<file path="config.mk">
export PLATFORM = sky130hd
export DESIGN_NAME = mipi_csi_rx_depacker_scheduler_flat
export DESIGN_NICKNAME = d
export VERILOG_FILES = /design/src/rtl/mipi_csi_pkg.sv /design/src/rtl/mipi_csi_rx_depacker_scheduler_if.sv /design/src/rtl/mipi_csi_rx_depacker_scheduler.sv /design/src/flat_wrapper.sv
export SDC_FILE = /design/constraint.sdc
export NUM_CORES = 1
export LEC_CHECK = 0
export BUFFER_PORTS_ARGS = -buffer_cell sky130_fd_sc_hd__buf_4
export CORE_ASPECT_RATIO = 2
export CORE_UTILIZATION = 45
export DETAILED_ROUTE_END_ITERATION = 7
export HOLD_SLACK_MARGIN = 0.03
export PLACE_DENSITY_LB_ADDON = 0.25
export SKIP_CTS_REPAIR_TIMING = 1
export SLEW_MARGIN = 0
export SYNTH_ARGS = -nofsm -noshare
export SYNTH_HDL_FRONTEND = slang
export SYNTH_SLANG_ARGS = --single-unit
</file>
<file path="constraint.sdc">
create_clock -name clk_i -period 4.3 [get_ports clk_i]
set_clock_uncertainty 0.05 [all_clocks]
set_input_delay 0.645 -clock clk_i [delete_from_list [all_inputs] [get_ports clk_i]]
set_output_delay 0.645 -clock clk_i [all_outputs]
set_load 0.005 [all_outputs]
</file>
<file path="src/rtl/mipi_csi_pkg.sv">
`default_nettype none
// ============================================================================
// Module   : mipi_csi_pkg
// Brief    : CSI data-type codes, scheduler state encoding and beat geometry
// Revision : 1.0
// ============================================================================
package mipi_csi_pkg;

    localparam logic [5:0] DT_FS    = 6'h00;
    localparam logic [5:0] DT_FE    = 6'h01;
    localparam logic [5:0] DT_RAW10 = 6'h2B;
    localparam logic [5:0] DT_RAW12 = 6'h2C;
    localparam logic [5:0] DT_RAW14 = 6'h2D;

    localparam int BYTES_PER_BEAT = 8;
    localparam int BEAT_SHIFT     = $clog2(BYTES_PER_BEAT);

    typedef logic [1:0] state_t;
    localparam state_t ST_IDLE   = 2'd0;
    localparam state_t ST_STREAM = 2'd1;
    localparam state_t ST_DROP   = 2'd2;
    localparam state_t ST_GAP    = 2'd3;

endpackage
`default_nettype wire

</file>
<file path="src/rtl/mipi_csi_rx_depacker_scheduler_if.sv">
`default_nettype none
// ============================================================================
// Module   : mipi_csi_rx_depacker_scheduler_if
// Brief    : Header/payload input and depacker/status output bundle
// Revision : 1.0
// ============================================================================
interface mipi_csi_rx_depacker_scheduler_if #(
    parameter int WC_W   = 16,
    parameter int LINE_W = 16
);
    logic              hdr_valid_i;
    logic              hdr_ready_o;
    logic [5:0]        hdr_dt_i;
    logic [WC_W-1:0]   hdr_wc_i;
    logic              payload_valid_i;
    logic [63:0]       payload_i;
    logic              depacker_valid_o;
    logic [63:0]       depacker_data_o;
    logic [2:0]        depacker_type_o;
    logic              frame_valid_o;
    logic [LINE_W-1:0] line_count_o;
    logic              err_short_o;
    logic              err_dt_o;
    logic              busy_o;

    modport master (
        output hdr_valid_i, hdr_dt_i, hdr_wc_i, payload_valid_i, payload_i,
        input  hdr_ready_o, depacker_valid_o, depacker_data_o, depacker_type_o,
        input  frame_valid_o, line_count_o, err_short_o, err_dt_o, busy_o
    );

    modport slave (
        input  hdr_valid_i, hdr_dt_i, hdr_wc_i, payload_valid_i, payload_i,
        output hdr_ready_o, depacker_valid_o, depacker_data_o, depacker_type_o,
        output frame_valid_o, line_count_o, err_short_o, err_dt_o, busy_o
    );
endinterface
`default_nettype wire

</file>
<file path="src/rtl/mipi_csi_rx_depacker_scheduler.sv">
`default_nettype none
// ============================================================================
// Module   : mipi_csi_rx_depacker_scheduler
// Brief    : Gates ceil(WC/8) payload beats per long packet into the RAW
//            depacker, enforces an inter-line idle gap, tracks FS/FE.
// Revision : 1.0
// ============================================================================
module mipi_csi_rx_depacker_scheduler
    import mipi_csi_pkg::*;
#(
    parameter int MIN_GAP = 4,
    parameter int WC_W    = 16,
    parameter int LINE_W  = 16
) (
    input  wire logic clk_i,
    input  wire logic reset_i,
    mipi_csi_rx_depacker_scheduler_if.slave bus
);

    localparam int            CNT_W      = WC_W + 1;
    localparam logic [CNT_W-1:0] c_gap_load = CNT_W'(MIN_GAP - 1);
    localparam logic [CNT_W-1:0] c_one      = CNT_W'(1);

    state_t            r_state;
    state_t            w_next;
    logic [CNT_W-1:0]  r_cnt;
    logic              r_dvalid;
    logic [63:0]       r_ddata;
    logic [2:0]        r_dtype;
    logic              r_frame;
    logic [LINE_W-1:0] r_line;
    logic              r_err_short;
    logic              r_err_dt;
    logic              w_hdr_ready;
    logic              w_busy;

    logic              w_hdr_take;
    logic              w_is_raw;
    logic              w_is_long;
    logic [CNT_W-1:0]  w_beats;
    logic              w_last;

    assign w_hdr_take = bus.hdr_valid_i && (r_state == ST_IDLE);
    assign w_is_raw   = (bus.hdr_dt_i == DT_RAW10) || (bus.hdr_dt_i == DT_RAW12) ||
                        (bus.hdr_dt_i == DT_RAW14);
    assign w_is_long  = (bus.hdr_dt_i[5:4] != 2'b00);
    assign w_beats    = ({1'b0, bus.hdr_wc_i} + CNT_W'(BYTES_PER_BEAT - 1)) >> BEAT_SHIFT;
    assign w_last     = (r_cnt == c_one);

    // State register
    always_ff @(posedge clk_i or posedge reset_i) begin
        if (reset_i) begin
            r_state <= ST_IDLE;
        end else begin
            r_state <= w_next;
        end
    end

    // Next-state logic
    always_comb begin
        w_next = r_state;
        case (r_state)
            ST_IDLE: begin
                if (w_hdr_take && (w_is_raw || w_is_long)) begin
                    if (w_beats == '0) begin
                        w_next = ST_GAP;
                    end else begin
                        w_next = w_is_raw ? ST_STREAM : ST_DROP;
                    end
                end
            end
            ST_STREAM, ST_DROP: begin
                // A hole ends the packet: upstream never pauses mid-payload.
                if (!bus.payload_valid_i || w_last) begin
                    w_next = ST_GAP;
                end
            end
            ST_GAP: begin
                if (r_cnt == '0) begin
                    w_next = ST_IDLE;
                end
            end
            default: w_next = ST_IDLE;
        endcase
    end

    // Moore outputs
    always_comb begin
        w_hdr_ready = (r_state == ST_IDLE);
        w_busy      = (r_state != ST_IDLE);
    end

    // Datapath: one down-counter serves as beat budget and then gap timer
    always_ff @(posedge clk_i or posedge reset_i) begin
        if (reset_i) begin
            r_cnt       <= '0;
            r_dvalid    <= 1'b0;
            r_ddata     <= '0;
            r_dtype     <= 3'h3;
            r_frame     <= 1'b0;
            r_line      <= '0;
            r_err_short <= 1'b0;
            r_err_dt    <= 1'b0;
        end else begin
            r_dvalid    <= 1'b0;
            r_err_short <= 1'b0;
            r_err_dt    <= 1'b0;
            case (r_state)
                ST_IDLE: begin
                    if (w_hdr_take) begin
                        if (bus.hdr_dt_i == DT_FS) begin
                            r_frame <= 1'b1;
                            r_line  <= '0;
                        end else if (bus.hdr_dt_i == DT_FE) begin
                            r_frame <= 1'b0;
                        end else if (w_is_raw) begin
                            r_dtype <= bus.hdr_dt_i[2:0];
                            r_cnt   <= (w_beats == '0) ? c_gap_load : w_beats;
                        end else if (w_is_long) begin
                            r_err_dt <= 1'b1;
                            r_cnt    <= (w_beats == '0) ? c_gap_load : w_beats;
                        end
                    end
                end
                ST_STREAM: begin
                    if (bus.payload_valid_i) begin
                        r_ddata  <= bus.payload_i;
                        r_dvalid <= 1'b1;
                        if (w_last) begin
                            r_cnt <= c_gap_load;
                            if (r_line != '1) begin
                                r_line <= r_line + LINE_W'(1);
                            end
                        end else begin
                            r_cnt <= r_cnt - c_one;
                        end
                    end else begin
                        r_err_short <= 1'b1;
                        r_cnt       <= c_gap_load;
                    end
                end
                ST_DROP: begin
                    if (bus.payload_valid_i && !w_last) begin
                        r_cnt <= r_cnt - c_one;
                    end else begin
                        r_cnt <= c_gap_load;
                    end
                end
                ST_GAP: begin
                    if (r_cnt != '0) begin
                        r_cnt <= r_cnt - c_one;
                    end
                end
                default: r_cnt <= '0;
            endcase
        end
    end

    assign bus.hdr_ready_o      = w_hdr_ready;
    assign bus.busy_o           = w_busy;
    assign bus.depacker_valid_o = r_dvalid;
    assign bus.depacker_data_o  = r_ddata;
    assign bus.depacker_type_o  = r_dtype;
    assign bus.frame_valid_o    = r_frame;
    assign bus.line_count_o     = r_line;
    assign bus.err_short_o      = r_err_short;
    assign bus.err_dt_o         = r_err_dt;

endmodule
`default_nettype wire

</file>
<file path="src/flat_wrapper.sv">
// flat-port wrapper written by rule: the top's interface ports become plain ports
module mipi_csi_rx_depacker_scheduler_flat import mipi_csi_pkg::*;
#(
    parameter int MIN_GAP = 4,
    parameter int WC_W    = 16,
    parameter int LINE_W  = 16
)
  (clk_i, reset_i, bus_hdr_valid_i, bus_hdr_dt_i, bus_hdr_wc_i, bus_payload_valid_i, bus_payload_i, bus_hdr_ready_o, bus_depacker_valid_o, bus_depacker_data_o, bus_depacker_type_o, bus_frame_valid_o, bus_line_count_o, bus_err_short_o, bus_err_dt_o, bus_busy_o);
  mipi_csi_rx_depacker_scheduler_if #(.WC_W(WC_W), .LINE_W(LINE_W)) bus_i ();
  input  wire logic clk_i;
  input  wire logic reset_i;
  input wire logic [$bits(bus_i.hdr_valid_i)-1:0] bus_hdr_valid_i;
  input wire logic [$bits(bus_i.hdr_dt_i)-1:0] bus_hdr_dt_i;
  input wire logic [$bits(bus_i.hdr_wc_i)-1:0] bus_hdr_wc_i;
  input wire logic [$bits(bus_i.payload_valid_i)-1:0] bus_payload_valid_i;
  input wire logic [$bits(bus_i.payload_i)-1:0] bus_payload_i;
  output wire logic [$bits(bus_i.hdr_ready_o)-1:0] bus_hdr_ready_o;
  output wire logic [$bits(bus_i.depacker_valid_o)-1:0] bus_depacker_valid_o;
  output wire logic [$bits(bus_i.depacker_data_o)-1:0] bus_depacker_data_o;
  output wire logic [$bits(bus_i.depacker_type_o)-1:0] bus_depacker_type_o;
  output wire logic [$bits(bus_i.frame_valid_o)-1:0] bus_frame_valid_o;
  output wire logic [$bits(bus_i.line_count_o)-1:0] bus_line_count_o;
  output wire logic [$bits(bus_i.err_short_o)-1:0] bus_err_short_o;
  output wire logic [$bits(bus_i.err_dt_o)-1:0] bus_err_dt_o;
  output wire logic [$bits(bus_i.busy_o)-1:0] bus_busy_o;
  assign bus_i.hdr_valid_i = bus_hdr_valid_i;
  assign bus_i.hdr_dt_i = bus_hdr_dt_i;
  assign bus_i.hdr_wc_i = bus_hdr_wc_i;
  assign bus_i.payload_valid_i = bus_payload_valid_i;
  assign bus_i.payload_i = bus_payload_i;
  assign bus_hdr_ready_o = bus_i.hdr_ready_o;
  assign bus_depacker_valid_o = bus_i.depacker_valid_o;
  assign bus_depacker_data_o = bus_i.depacker_data_o;
  assign bus_depacker_type_o = bus_i.depacker_type_o;
  assign bus_frame_valid_o = bus_i.frame_valid_o;
  assign bus_line_count_o = bus_i.line_count_o;
  assign bus_err_short_o = bus_i.err_short_o;
  assign bus_err_dt_o = bus_i.err_dt_o;
  assign bus_busy_o = bus_i.busy_o;
  mipi_csi_rx_depacker_scheduler #(.MIN_GAP(MIN_GAP), .WC_W(WC_W), .LINE_W(LINE_W)) u_core (.clk_i(clk_i), .reset_i(reset_i), .bus(bus_i));
endmodule
</file>
Word level (Yosys, flattened, before mapping)
Cells that the tools add are included.
{"block": "totals", "input_bits": 90, "elab_cells": 95, "output_inout_bits": 89, "register_bits": 106}
{"block": "op_classes", "add_sub_neg": 3, "n_mux": 35, "n_bitwise": 2, "n_reduce_logical": 25, "n_eq_ne": 21}
{"operator": "$mux W17", "n": 9}
{"operator": "$mux W16", "n": 5}
{"operator": "$pmux W17 S4", "n": 1}
{"operator": "$logic_not A17 Y1", "n": 2}
{"operator": "$pmux W16 S2", "n": 1}
{"operator": "$eq A6 B6 Y1 const B", "n": 3}
{"operator": "$add A16 B3 Y17 const B", "n": 1}
{"operator": "$eq A17 B1 Y1 const B", "n": 1}
{"operator": "$reduce_bool A17 Y1", "n": 1}
{"operator": "$sub A17 B1 Y17 const B", "n": 1}
{"operator": "$add A16 B1 Y16 const B", "n": 1}
{"operator": "$ne A16 B16 Y1 const B", "n": 1}
{"operator": "$ne A2 B1 Y1 const B", "n": 8}
{"operator": "$mux W14", "n": 1}
{"operator": "$mux W1", "n": 12}
{"operator": "$mux W2", "n": 5}
{"operator": "$reduce_and A5 Y1", "n": 2}
{"operator": "$reduce_bool A2 Y1", "n": 4}
{"operator": "$eq A6 B1 Y1 const B", "n": 1}
{"operator": "$logic_not A6 Y1", "n": 1}
{"operator": "$ne A2 B2 Y1 const B", "n": 3}
{"operator": "$pmux W2 S3", "n": 1}
{"operator": "$reduce_and A3 Y1", "n": 2}
{"operator": "$reduce_and A6 Y1", "n": 1}
{"operator": "10 further kinds", "n": 18}

Logic depth before layout (Yosys ltp)
Gate-level depths: netlist (run 1).
{"block": "logic_depth", "word_depth": 9, "mapped_depth": 10, "depth_no_buf": 8}

Worst setup path after synthesis (run 1)
No wires, ideal clock.
{"block": "synth_path", "path_type": "flip-flop to flip-flop", "start": "reg u_core.r_state[1]", "end": "reg u_core.r_line[10], in the netlist u_core.bus.line_count_o[10]", "required_ns": 4.173, "n_path_buf": 1, "path_stages_with_launch": 10, "arrival_ns": 2.128, "synth_period_minus_slack_ns": 2.256, "setup_ns": 0.077, "slack_ns": 2.044, "path_cell_list": "dfrtp_1 -> inv_1 -> ha_1 -> buf_2 -> and2_0 -> nand3_1 -> a311oi_4 -> o21ai_4 -> or4_1 -> a21oi_1"}
{"block": "synth_between", "elab_chain_len": 4, "word_cells_on_any_way": 11, "cone_classes": "eq/ne (6); mux (1); reduce/logical (4)"}
{"element": "start, declared", "line_no": "mipi_csi_rx_depacker_scheduler.sv:24", "source": "state_t r_state;"}
{"element": "start signal, assigned", "line_no": "mipi_csi_rx_depacker_scheduler.sv:55", "source": "r_state <= w_next;"}
{"element": "$logic_not A2 Y1", "line_no": "mipi_csi_rx_depacker_scheduler.sv:43, mipi_csi_rx_depacker_scheduler.sv:108"}
{"element": "$logic_and A1 B1 Y1", "line_no": "mipi_csi_rx_depacker_scheduler.sv:43", "source": "assign w_hdr_take = bus.hdr_valid_i && (r_state == ST_IDLE);"}
{"element": "$ne A2 B1 Y1 (no line)"}
{"element": "$reduce_and A6 Y1 (no line)"}
{"element": "end signal, assigned", "line_no": "mipi_csi_rx_depacker_scheduler.sv:132", "source": "r_line <= r_line + LINE_W'(1);"}
{"element": "end, declared", "line_no": "mipi_csi_rx_depacker_scheduler.sv:31", "source": "logic [LINE_W-1:0] r_line;"}
Parallel ways exist; a longest one is shown, timed or not.
A chain may end at the register's enable or synchronous reset.

Worst setup path in the final report (run 1)
{"block": "layout_path", "start": "reg u_core.r_cnt[5]", "end": "reg u_core.r_line[10], in the netlist u_core.bus.line_count_o[10]"}
{"block": "layout_between", "elab_chain_len": 3}
{"element": "start, declared", "line_no": "mipi_csi_rx_depacker_scheduler.sv:26", "source": "logic [CNT_W-1:0] r_cnt;"}
{"element": "start signal, assigned", "line_no": "mipi_csi_rx_depacker_scheduler.sv:118", "source": "r_cnt <= (w_beats == '0) ? c_gap_load : w_beats;"}
{"element": "start signal, assigned", "line_no": "mipi_csi_rx_depacker_scheduler.sv:121", "source": "r_cnt <= (w_beats == '0) ? c_gap_load : w_beats;"}
{"element": "start signal, assigned", "line_no": "mipi_csi_rx_depacker_scheduler.sv:130", "source": "r_cnt <= c_gap_load;"}
{"element": "$eq A17 B1 Y1", "line_no": "mipi_csi_rx_depacker_scheduler.sv:48", "source": "assign w_last = (r_cnt == c_one);"}
{"element": "$ne A2 B1 Y1 (no line)"}
{"element": "$reduce_and A6 Y1 (no line)"}
No other way between the ends.

==> results of run 1 <==
==> critical path, stage by stage, from the launching register on <==
cell      delay (ns)
dfrtp_1         0.47
nor4_4          0.50
nand4_2         0.24
a311oi_4        0.51
o21ai_4         0.19
or4_1           0.52
a21oi_1         0.15
==> cells by family after synthesis <==
group           count (synthesis)  share of synthesized area
flops                         106                     0.5133
compound gates                 93                     0.1268
fa+ha+maj                       7                    0.01693
simple gates                  134                     0.1420
buf+inv                        31                    0.02274
xor+xnor                       18                    0.03048
mux                            68                     0.1478
==> stage by stage <==
stage | instances | setup WS, ns | hold slack, ns | total power, mW
after floorplan | 457 | 0.8194 | 0.4210 | 2.743
after global placement | 764 | 1.452 | 0.4333 | 3.609
after detailed placement | 764 | 1.427 | 0.4213 | 3.693
after CTS | 780 | 1.598 | 0.4093 | 4.555
after global routing | 780 | 1.386 | 0.4424 | 4.798
final | 780 | 1.589 | 0.3714 | 4.521
==> worst paths after layout <==
kind	startpoint	endpoint	slack, ns	cells after the start
setup / recovery	u_core.r_cnt[5]	u_core.bus.line_count_o[10]	1.59	6
hold / removal	reset_i	u_core.bus.depacker_data_o[15]	0.37	2
setup reg to reg	u_core.r_cnt[5]	u_core.bus.line_count_o[10]	1.59	6
hold reg to reg	u_core.bus.frame_valid_o	u_core.bus.frame_valid_o	0.44	2
max in group asynchronous	reset_i	u_core.bus.depacker_data_o[40]	2.98	3
min in group clk_i	u_core.bus.frame_valid_o	u_core.bus.frame_valid_o	0.44	2
==> metal layers <==
metal	global-route usage	routed length (um)	up-vias
li1	-	-	2045
met1	0.2564	4952	2156
met2	0.4501	7720	220
met3	0.03976	846	44
met4	0.1545	680	0
met5	0	0	-
==> power by group through the flow <==
stage | combinational (mW) | sequential, mW | clock (mW)
detailed placement | 2.00 | 1.70 | 0
floorplan | 1.06 | 1.68 | 0
finish | 1.99 | 1.68 | 0.853
global route | 2.16 | 1.73 | 0.907
CTS | 2.00 | 1.68 | 0.876
global placement | 1.93 | 1.67 | 0
==> cell usage in the layout (no fill, tap or decap), types with 3 or more instances in the layout <==
cell         n
nand2_1     28
or4_1        6
o211ai_1     6
clkbuf_16    9
a31oi_1      3
o31ai_1      4
mux2_2      67
a22o_1       7
dfrtp_1    104
o2111ai_1    3
a21oi_1      7
nor4_1       7
xor2_1      11
and3_1       3
nand4_1      6
or3_1        3
o2bb2ai_1    6
nor2_1      25
xnor2_1      7
ha_1         7
nand3_1     16
and4_1       3
a32oi_1      3
o21ai_0     31
nor2b_1      3
buf_4      184
nor3_1      19
inv_1       10
o22ai_1      6
==> area by class of cell <==
| cell class | instances | area [um2] |
|---|---|---|
| Clock buffer | 11 | 242.7 |
| Clock inverter | 5 | 70.07 |
| Fill cell | 899 | 4242 |
| Inverter | 12 | 47.55 |
| Multi-Input combinational cell | 320 | 2401 |
| Sequential cell | 106 | 2655 |
| Tap cell | 142 | 177.7 |
| Timing Repair Buffer | 184 | 1381 |
==> flip-flops by register name, summed over array words and instances, names as in the netlist <==
register	flops
u_core.r_cnt	17
u_core.bus.depacker_valid_o	1
u_core.bus.depacker_type_o	3
u_core.bus.err_dt_o	1
u_core.bus.line_count_o	16
u_core.bus.err_short_o	1
u_core.bus.frame_valid_o	1
u_core.bus.depacker_data_o	64
u_core.r_state	2
==> flow_summary.yaml, run 1 <==
cts:
  cts_buffer_depth: 2
  clk_latency_ns: 0.35
  cts.sinks: 106
  h-tree-depth: 3
  numCtsBuffers: 9
  cts_tree: "built"
  root_buffer: "clkbuf_16"
  clk_pin_slew_ns: 0.07
logic_synthesis:
  ys_ff_latch: 106
  netlist_instances: 457
  synth_area_mm2: 0.005172
  ys.flop_type: "dfrtp_1"
  postSynth.asyncResetShare: 1.000
  ys_top_cells_by_area: "dfrtp_1 50%, mux2_2 15%, o21ai_0 3.0%, nand2_1 2.0%, xor2_1 1.9%"
  yosys_warnings: 0
  synth_cell_types: 57
  yosysTopAreaCell: "dfrtp_1"
  syn_area_per_cell_um2: 11.32
  synth_fp_nets: 554
  ys_top_cells_by_count: "104 x dfrtp_1, 67 x mux2_2, 31 x o21ai_0"
  synth_edf_count: 0
  synthMostInstantiatedCell: "dfrtp_1"
  yosysSeqAreaShare: 0.5133
  yosys.area.top_type_share: 0.5031
floorplan:
  die_w_um: 77.81
  rows: 55
  io_pins: 179
  fp.dieH_um: 153.6
  core_area_mm2: 0.01122
  start_util: 0.4611
  die_area_mm2: 0.01195
placed_design:
  portBuffers: 178
  hpwl_mm: 10.94
  place_area_mm2: 0.006663
  place.gp.congestion: 0.8499
timing:
  hold_violations: 0
  worst_slew_pin_slew_ns: 1.058
  maxClockFrequency_mhz: 368.9
  setup_tns_ns: 0
  setup_viol: 0
  slew_headroom: 0.2856
  post-route-min-period_ns: 2.711
  drv_slew: 0
  rsz0062_at_grt: "no"
  period_share: 0.6304
cells_and_area:
  nets: 730
  syn2layout_area_growth_pct: 34.86
  post-route-util: 0.6219
  drive_gt1_frac: 0.4389
  antenna_cells: 0
  finalInstanceArea_mm2: 0.006975
power:
  power.density_mw_per_mm2: 648.1
  ir_drop_v: 0.0003126
  power_frac_seq: 0.371
  p_sw_mw: 1.592
  p_leak_nw: 3.192
  swShare: 0.3521
  p_comb_frac: 0.440
  pwr-share-clk: 0.189
  p_int_mw: 2.929
global_routing:
  overflow: 0
  antenna_found_initial: 0
  grt_pass1_wl_mm: 22.92
  grt_start_max_net_pins: 67
  grt_util_all_layers: 0.2466
  grt_pass1_vias: 4625
drt:
  drt-pass1-iter-count: 4
  drc_errors: 0
  postRouteAntennaNets: 0
  drt-total-wl_mm: 14.20
  wl_per_cell_um: 18.21
  routed_via_density: 5.724
  drtIter0Drc: 229
  vias: 4465
setup_path:
  start_kind: "flip-flop"
  arrival_ns: 2.93
  cp_max_fo: 18
  cp-end-kind: "flip-flop"
  required_ns: 4.52
  crit_type: "reg2reg"
flow_run:
  cap_violations: 0
run_status:
  status: "completed"
min_path:
  hold_class: "in2async"
(Power assumes the default switching activity.)
==> inputs of run 2 (changes only) <==
Clock period 4.3 ns to 2.3 ns, I/O delays scaled along.
==> flow_summary.yaml, run 2 (synthesized netlist as in run 1, its figures left out) <==
run_status:
  status: "completed"
setup_path:
  reg2regPathDepth: 8
  crit_type: "reg2reg"
  crit_slowest_cell: "dfrtp_1"
  start_kind: "flip-flop"
  crit_chain: "nor4_4 -> buf_4 -> nand4_1 -> buf_6 -> or4_4 -> nor3b_1 -> o21ai_0 -> o41ai_1"
  critPathMaxStageDelay_ns: 0.43
  cp_max_fo: 6
  cp-startpoint: "u_core.r_cnt[6]"
  arrival_ns: 2.40
  rr_endpoint: "u_core.r_cnt[16]"
  cp-end-kind: "flip-flop"
  r2r_slack_ns: 0.07
  rr_startpoint: "u_core.r_cnt[6]"
  required_ns: 2.48
power:
  p_comb_frac: 0.481
  power.density_mw_per_mm2: 1207
  p_leak_nw: 3.392
  ir_drop_v: 0.0006130
  p_sw_mw: 3.144
  power_frac_seq: 0.351
  swShare: 0.3573
  pwr-share-clk: 0.168
  p_int_mw: 5.656
floorplan:
  fp.dieH_um: 153.6
  rows: 55
  io_pins: 179
  die_w_um: 77.81
  core_area_mm2: 0.01122
  start_util: 0.4611
  die_area_mm2: 0.01195
global_routing:
  overflow: 0
  grt_start_max_net_pins: 67
  antenna_found_initial: 0
  use_met2: 0.4791
  use_met1: 0.2612
  globalRouteMet3Util: 0.03145
  grt_util_all_layers: 0.2523
  grt_pass1_wl_mm: 23.47
  grt_pass1_vias: 4730
  busiest_layer: "met2"
timing:
  post-route-min-period_ns: 2.225
  hold_violations: 0
  finalHoldWorstSlack_ns: 0.05535
  maxClockFrequency_mhz: 449.4
  worst_slew_pin_slew_ns: 0.6262
  period_share: 0.9674
  drv_slew: 0
  setup_viol: 0
  slew_headroom: 0.5810
  rsz0062_at_grt: "yes"
drt:
  postRouteAntennaNets: 0
  drc_errors: 0
  routed_via_density: 5.644
  drt-total-wl_mm: 14.50
  drtIter0Drc: 184
  vias: 4611
  drt-pass1-iter-count: 4
  wl_per_cell_um: 17.74
cells_and_area:
  post-route-util: 0.6501
  largest_reg_flops: 64
  nFillCells: 914
  final_cells: 817
  drive_gt1_frac: 0.4800
  nets: 767
  syn2layout_area_growth_pct: 40.98
  layout_common_cells: "218 x buf_4, 104 x dfrtp_1, 67 x mux2_2"
  layout_commonest_cell: "buf_4"
  antenna_cells: 0
placed_design:
  portBuffers: 178
  dp.cells: 800
  hpwl_mm: 11.41
  place.gp.congestion: 0.8739
cts:
  cts.sinks: 106
  clk_latency_ns: 0.34
  numCtsBuffers: 9
  clk_pin_slew_ns: 0.07
  cts_tree: "built"
  h-tree-depth: 3
  cts_buffer_depth: 2
  root_buffer: "clkbuf_16"
flow_run:
  cap_violations: 0
min_path:
  hold_class: "in2async"
[run 2: changes by cell type in the layout (fill, tap and decap cells not counted), moves of 2 or more]
cell        previous run  this run
clkinv_2               0         2
inv_6                  0         2
nor2_1                25        23
clkinvlp_4             0         2
buf_4                184       218
clkinv_4               2         0
[run 2: stage by stage]
step	total power [mW]	setup TNS [ns]	cell area (um2)	setup WS (ns)
after global routing	9.360	-0.08993	7292	-0.06183
after detailed placement	7.275	-3.490	6947	-0.3613
final	8.800	0	7292	0.07495
after CTS	8.761	-3.555	7234	-0.3647
after floorplan	5.128	0	5176	0.04409
after global placement	7.104	-2.228	6947	-0.2235
[run 2: worst max path at each step]
stage                                  end  slack (ns)  depth (start not counted)
6_report                  u_core.r_cnt[16]        0.07                          8
5_1_grt        u_core.bus.line_count_o[15]       -0.06                          9
4_1_cts                   u_core.r_cnt[14]       -0.36                          9
3_5_place_dp              u_core.r_cnt[14]       -0.36                          9
3_3_place_gp               u_core.r_cnt[4]       -0.22                          9
2_1_floorplan  u_core.bus.line_count_o[10]        0.04                          9
[run 2: power groups by stage]
| stage | Sequential [mW] | Clock (mW) | Combinational, mW |
|---|---|---|---|
| after floorplan | 3.15 | 0 | 1.98 |
| after global placement | 3.07 | 0 | 4.04 |
| after detailed placement | 3.12 | 0 | 4.16 |
| after CTS | 3.08 | 1.51 | 4.17 |
| after global routing | 3.19 | 1.60 | 4.57 |
| final | 3.09 | 1.48 | 4.23 |
[run 2: critical path, delay by kind of cell (launching register included)]
kind	cells	cell delay, ns
AND/OR/NAND/NOR	4	1.04
flip-flops	1	0.43
buffers and inverters	2	0.37
AO/OA/AOI/OAI	2	0.23
[run 2: final cells by class]
type                            instances  area, um2  area share
Tap cell                              142      177.7     0.02437
Sequential cell                       106       2655      0.3641
Clock inverter                          7      62.56    0.008579
Inverter                               12      48.80    0.006692
Multi-Input combinational cell        321       2455      0.3367
Timing Repair Buffer                  220       1668      0.2287
Clock buffer                            9      225.2     0.03089
[run 2: routing by layer]
metal  routed length [um]  up-vias
li1                     -     2118
met3                  710       48
met5                    0        -
met1                 4870     2236
met4                  662        0
met2                 8251      209
